**config.mk**
```make
export PLATFORM = sky130hd
export DESIGN_NAME = bounce_counter_hold_flat
export DESIGN_NICKNAME = d
export VERILOG_FILES = /design/src/rtl/bounce_counter_hold_if.sv /design/src/rtl/bounce_counter_hold.sv /design/src/flat_wrapper.sv
export SDC_FILE = /design/constraint.sdc
export NUM_CORES = 1
export LEC_CHECK = 0
export CELL_PAD_IN_SITES_DETAIL_PLACEMENT = 1
export CELL_PAD_IN_SITES_GLOBAL_PLACEMENT = 1
export CORE_MARGIN = 2
export CORE_UTILIZATION = 36
export DETAILED_ROUTE_END_ITERATION = 16
export PLACE_DENSITY_LB_ADDON = 0.25
export SYNTH_ARGS = -nofsm -noshare
export SYNTH_HDL_FRONTEND = slang
export SYNTH_SLANG_ARGS = --single-unit
```
**constraint.sdc**
```tcl
create_clock -name clk -period 3.5 [get_ports clk]
set_input_delay 0.35 -clock clk [delete_from_list [all_inputs] [get_ports clk]]
set_output_delay 0.35 -clock clk [all_outputs]
set_load 0.03 [all_outputs]
```
**src/rtl/bounce_counter_hold_if.sv**
```systemverilog
// Purpose : control/status bundle for bounce_counter_hold.
// Ports   : master drives the configuration and strobes and reads the counter status.
//           slave is the counter side.
interface bounce_counter_hold_if #(
  parameter int WIDTH = 3,
  parameter int HCW   = 2
);
  logic             en;
  logic [1:0]       mode;
  logic [WIDTH-1:0] lo;
  logic [WIDTH-1:0] hi;
  logic [WIDTH-1:0] hold_val;
  logic [HCW-1:0]   hold_cycles;
  logic             hold_up_en;
  logic             hold_dn_en;
  logic             load;
  logic [WIDTH-1:0] load_val;
  logic [WIDTH-1:0] cnt;
  logic             dir;
  logic             holding;
  logic             turn;

  modport master (
    output en, mode, lo, hi, hold_val, hold_cycles, hold_up_en, hold_dn_en, load, load_val,
    input  cnt, dir, holding, turn
  );

  modport slave (
    input  en, mode, lo, hi, hold_val, hold_cycles, hold_up_en, hold_dn_en, load, load_val,
    output cnt, dir, holding, turn
  );
endinterface

```
**src/rtl/bounce_counter_hold.sv**
```systemverilog
// Purpose : up/down bounce/wrap counter with programmable turn points and a dwell at hold_val.
// Latency : every sampled input change shows in cnt after one rising edge; outputs are registers.
// Backpressure: none; en==0 freezes all state, load overrides en.
// Ports   : clk, rst (sync, active-low), bus (slave side: config/strobes in, cnt/dir/holding/turn out).
module bounce_counter_hold #(
  parameter int WIDTH = 3,
  parameter int HCW   = 2
) (
  input  logic                  clk,
  input  logic                  rst,
  bounce_counter_hold_if.slave  bus
);

  typedef enum logic [1:0] {
    ST_UP   = 2'd0,
    ST_DN   = 2'd1,
    ST_HOLD = 2'd2
  } state_t;

  localparam logic [WIDTH-1:0] CNT_ONE  = WIDTH'(1);
  localparam logic [HCW-1:0]   HOLD_ONE = HCW'(1);

  state_t           state_q, state_d;
  logic             ret_dir_q, ret_dir_d;
  logic [HCW-1:0]   hold_ctr_q, hold_ctr_d;
  logic [WIDTH-1:0] cnt_q, cnt_d;
  logic             turn_q, turn_d;

  // step_* describe the result of one UP/DOWN step before hold entry is decided
  logic             wrap_mode;
  logic             eff_up;
  logic [WIDTH-1:0] step_cnt;
  logic             step_up;
  logic             step_turn;
  logic             hold_en_dir;

  // state register
  always_ff @(posedge clk) begin
    if (!rst) begin
      state_q    <= ST_UP;
      ret_dir_q  <= 1'b1;
      hold_ctr_q <= '0;
      cnt_q      <= '0;
      turn_q     <= 1'b0;
    end else begin
      state_q    <= state_d;
      ret_dir_q  <= ret_dir_d;
      hold_ctr_q <= hold_ctr_d;
      cnt_q      <= cnt_d;
      turn_q     <= turn_d;
    end
  end

  // next-state logic
  always_comb begin
    state_d     = state_q;
    ret_dir_d   = ret_dir_q;
    hold_ctr_d  = hold_ctr_q;
    cnt_d       = cnt_q;
    turn_d      = 1'b0;
    wrap_mode   = (bus.mode == 2'b01) || (bus.mode == 2'b10);
    eff_up      = 1'b1;
    step_cnt    = cnt_q;
    step_up     = 1'b1;
    step_turn   = 1'b0;
    hold_en_dir = 1'b0;

    if (bus.load) begin
      // a load never enters a hold, even when load_val == hold_val
      cnt_d      = bus.load_val;
      state_d    = (bus.mode == 2'b10) ? ST_DN : ST_UP;
      hold_ctr_d = '0;
    end else if (!bus.en) begin
      turn_d = 1'b0;
    end else if (bus.lo >= bus.hi) begin
      // empty range: park at lo, abort any hold
      cnt_d      = bus.lo;
      state_d    = ST_UP;
      hold_ctr_d = '0;
    end else if (state_q == ST_HOLD) begin
      hold_ctr_d = hold_ctr_q - HOLD_ONE;
      if (hold_ctr_q <= HOLD_ONE) begin
        state_d = ret_dir_q ? ST_UP : ST_DN;
      end
    end else begin
      // wrap modes force the stored direction before acting on it
      if (bus.mode == 2'b01) begin
        eff_up = 1'b1;
      end else if (bus.mode == 2'b10) begin
        eff_up = 1'b0;
      end else begin
        eff_up = (state_q == ST_UP);
      end

      if (eff_up) begin
        if (cnt_q >= bus.hi) begin
          step_cnt  = wrap_mode ? bus.lo : (cnt_q - CNT_ONE);
          step_up   = wrap_mode;
          step_turn = 1'b1;
        end else begin
          step_cnt = cnt_q + CNT_ONE;
          step_up  = 1'b1;
        end
      end else begin
        if (cnt_q <= bus.lo) begin
          step_cnt  = wrap_mode ? bus.hi : (cnt_q + CNT_ONE);
          step_up   = !wrap_mode;
          step_turn = 1'b1;
        end else begin
          step_cnt = cnt_q - CNT_ONE;
          step_up  = 1'b0;
        end
      end

      cnt_d  = step_cnt;
      turn_d = step_turn;

      // the hold enable is chosen by the direction in effect after the step
      hold_en_dir = step_up ? bus.hold_up_en : bus.hold_dn_en;
      if ((step_cnt == bus.hold_val) && (bus.hold_cycles != '0) && hold_en_dir) begin
        state_d    = ST_HOLD;
        hold_ctr_d = bus.hold_cycles;
        ret_dir_d  = step_up;
      end else begin
        state_d = step_up ? ST_UP : ST_DN;
      end
    end
  end

  // output decode
  always_comb begin
    bus.cnt     = cnt_q;
    bus.turn    = turn_q;
    bus.holding = (state_q == ST_HOLD);
    bus.dir     = (state_q == ST_HOLD) ? ret_dir_q : (state_q == ST_UP);
  end

endmodule

```
**src/flat_wrapper.sv**
```systemverilog
// flat-port wrapper written by rule: the top's interface ports become plain ports
module bounce_counter_hold_flat 
#(
  parameter int WIDTH = 3,
  parameter int HCW   = 2
)
  (clk, rst, bus_en, bus_mode, bus_lo, bus_hi, bus_hold_val, bus_hold_cycles, bus_hold_up_en, bus_hold_dn_en, bus_load, bus_load_val, bus_cnt, bus_dir, bus_holding, bus_turn);
  bounce_counter_hold_if #(.WIDTH(WIDTH), .HCW(HCW)) bus_i ();
  input  logic clk;
  input  logic rst;
  input wire logic [$bits(bus_i.en)-1:0] bus_en;
  input wire logic [$bits(bus_i.mode)-1:0] bus_mode;
  input wire logic [$bits(bus_i.lo)-1:0] bus_lo;
  input wire logic [$bits(bus_i.hi)-1:0] bus_hi;
  input wire logic [$bits(bus_i.hold_val)-1:0] bus_hold_val;
  input wire logic [$bits(bus_i.hold_cycles)-1:0] bus_hold_cycles;
  input wire logic [$bits(bus_i.hold_up_en)-1:0] bus_hold_up_en;
  input wire logic [$bits(bus_i.hold_dn_en)-1:0] bus_hold_dn_en;
  input wire logic [$bits(bus_i.load)-1:0] bus_load;
  input wire logic [$bits(bus_i.load_val)-1:0] bus_load_val;
  output wire logic [$bits(bus_i.cnt)-1:0] bus_cnt;
  output wire logic [$bits(bus_i.dir)-1:0] bus_dir;
  output wire logic [$bits(bus_i.holding)-1:0] bus_holding;
  output wire logic [$bits(bus_i.turn)-1:0] bus_turn;
  assign bus_i.en = bus_en;
  assign bus_i.mode = bus_mode;
  assign bus_i.lo = bus_lo;
  assign bus_i.hi = bus_hi;
  assign bus_i.hold_val = bus_hold_val;
  assign bus_i.hold_cycles = bus_hold_cycles;
  assign bus_i.hold_up_en = bus_hold_up_en;
  assign bus_i.hold_dn_en = bus_hold_dn_en;
  assign bus_i.load = bus_load;
  assign bus_i.load_val = bus_load_val;
  assign bus_cnt = bus_i.cnt;
  assign bus_dir = bus_i.dir;
  assign bus_holding = bus_i.holding;
  assign bus_turn = bus_i.turn;
  bounce_counter_hold #(.WIDTH(WIDTH), .HCW(HCW)) u_core (.clk(clk), .rst(rst), .bus(bus_i));
endmodule
```
==> impl_metrics.yaml <==
critical_path:
  endpoint_kind: "register"
  path_depth: 11
  path_buf_inv: 2
  path_delay_family: "simple AND/OR/NAND/NOR gates"
  start_kind: "input port"
  reg2reg_depth: 10
  crit_fanout: 6
  required_ns: 3.70
  max_stage_delay_ns: 0.53
  critical_path_class: "in -> reg"
  cp_cell_sequence: "clkdlybuf4s50_1 -> inv_1 -> ha_1 -> and3b_1 -> o21ai_4 -> mux2_1 -> o211ai_1 -> xnor2_1 -> nand4_2 -> or3_1 -> a31oi_1"
  crit_slowest_cell: "clkdlybuf4s50_1"
  arrival_ns: 3.41
sta:
  layout_setup_ws_ns: 0.2853
  fin_setup_tns_ns: 0
  min_period_over_period_pct: 91.85
  hold_ws_ns: 0.4721
  fmax_mhz: 311.1
  slew_headroom_pct: 67.93
  setup_viol: 0
  rsz0062_at_grt: "no"
  slew_violations: 0
  worstMarginPinSlew_ns: 0.4795
  post-route-min-period_ns: 3.215
  clock-skew-final_ns: 0.01152
  finalHoldViolations: 0
outcome:
  status: "complete, no violations"
placement:
  hpwl_mm: 3.081
  gp_routability_congestion: 0.8031
  port_buffers: 27
  post-place-ws_ns: 0.02486
  postPlaceCellArea_um2: 1524
synthesis:
  syn_nets: 188
  synth-seq-area-share_pct: 15.03
  yosysWarnings: 0
  ys_ff_latch: 9
  syn-cell-area_um2: 1199
  syn_area_per_cell_um2: 7.886
  synth_edf_count: 0
  synthCells: 152
  synth_cell_types: 52
  async_flop_share_pct: 0
  synth-main-ff-cell: "dfxtp_1"
routing:
  drt_iter0_drc: 50
  drt_wl_total_mm: 3.635
  route.detailed.drc: 0
  firstDrtPassIters: 4
  wl_per_cell_um: 16.08
  postRouteAntennaNets: 0
  via_count: 1235
  vias_per_cell: 5.465
final_layout:
  area.growth.synth_to_final_pct: 29.33
  fin_nets: 219
  layout_common_cells: "clkdlybuf4s50_1 (27), inv_1 (16), nor2_1 (15), nand2_1 (14), ha_1 (14)"
  fillers: 411
  finalInstanceArea_um2: 1550
  final_common_cell: "clkdlybuf4s50_1"
  n_antenna_cell: 0
  drive_gt1_share_pct: 10.44
floorplan:
  core_area_um2: 3103
  start_util_pct: 38.63
  rows: 20
  io_pins: 28
  die_w_um: 61.70
  fp.dieArea_um2: 3807
  die_h_um: 61.70
pwr:
  vdd_drop_max_uv: 199.2
  powerDensity_nw_per_um2: 305.0
  p_leak_nw: 0.6582
clock_tree:
  cts_hold_repair.buffers: 0
  cts_max_path_buffers: 2
  htreeDepth: 1
  root_buffer: "clkbuf_4"
  numCtsBuffers: 3
  cts_resized: 0
  clkLatencyLatePin_ns: 0.27
  clk_transition_reported_paths_ns: 0.07
  post_cts_buffers: 0
  cts_tree: "done"
  clock-sinks: 9
run:
  drv_cap: 0
grt:
  grt_overflow: 0
  grt_max_degree: 15
  grt_antenna_before_repair: 0
  grt.total_usage_pct: 20.72
  grt_pass1_vias: 1289
  grt_pass1_wl_mm: 5.830
hold_path:
  hold_depth: 2
  min_path_type: "reg -> reg"
-- routing by layer --
layer | GRT usage [%] | vias up | part of all wire (%) | wire length (um)
li1 | - | 612 | - | -
met1 | 27.46 | 586 | 48 | 1747
met4 | 5.775 | 0 | 1.4 | 51
met5 | 0 | - | 0 | 0
met2 | 34.44 | 29 | 47 | 1715
met3 | 3.934 | 8 | 3.3 | 120
-- worst paths after layout --
path | startpoint | slack (ns) | to
min | u_core.hold_ctr_q[1] | 0.47 | u_core.hold_ctr_q[1]
max | bus_lo[2] | 0.29 | u_core.ret_dir_q
max reg2reg | u_core.bus.cnt[0] | 0.50 | u_core.ret_dir_q
min reg2reg | u_core.hold_ctr_q[1] | 0.47 | u_core.hold_ctr_q[1]
-- power by group --
group	switching, mW	internal (mW)
Combinational	0.149	0.122
Clock	0.0410	0.0441
Sequential	0.00831	0.108
Total	0.198	0.275
-- worst register-to-register path, cell delays in order (launching register included) --
cell      delay (ns)
dfxtp_1         0.42
inv_1           0.15
ha_1            0.22
and3b_1         0.32
o21ai_4         0.12
mux2_1          0.35
o211ai_1        0.32
xnor2_1         0.21
nand4_2         0.24
or3_1           0.43
a31oi_1         0.18
-- cell families after synthesis --
logic type / synth area share (%)
AND/OR/NAND/NOR: 27.04
AO/OA/AOI/OAI: 25.99
buffers and inverters: 6.264
adder cells (fa/ha/maj): 14.61
multiplexers: 8.142
flip-flops: 15.03
XOR/XNOR: 2.923
-- registers in the layout (all words and copies together) (netlist names) --
name	cells
u_core.hold_ctr_q	2
u_core.ret_dir_q	1
u_core.state_q	2
u_core.bus.cnt	3
u_core.bus.turn	1
-- metrics by stage --
step	utilization (%)	total power, mW	std cells
2_1_floorplan	-	0.3023	152
3_3_place_gp	49.11	0.3776	222
3_5_place_dp	49.11	0.3878	222
4_1_cts	49.96	0.4738	226
5_1_grt	49.96	0.5057	226
6_report	49.96	0.4728	226
-- synth_stat cells, types with 2 or more instances --
master / instances / area (um2)
and3_1: 2 / 12.51
xnor2_1: 3 / 26.28
a31oi_1: 3 / 18.77
inv_1: 16 / 60.06
clkbuf_1: 2 / 7.510
nor3_1: 2 / 10.01
dfxtp_1: 9 / 180.2
a21oi_1: 8 / 40.04
nand3_1: 5 / 25.02
nand2b_1: 6 / 37.54
o21ai_0: 4 / 20.02
nor4_1: 2 / 12.51
a211oi_1: 5 / 37.54
nand2_1: 14 / 52.55
nor2_1: 15 / 56.30
o21ai_4: 2 / 32.53
ha_1: 14 / 175.2
mux2i_1: 6 / 60.06
-- final cells by class --
class	instances	area [um2]	share of cell area [%]
well taps	44	55.05	3.551
flip-flops and latches	9	180.2	11.62
repair buffers	29	285.3	18.40
multi-input cells	124	943.4	60.86
inverters	16	60.06	3.874
clock buffers	4	26.28	1.695
(Power assumes the default switching activity.)
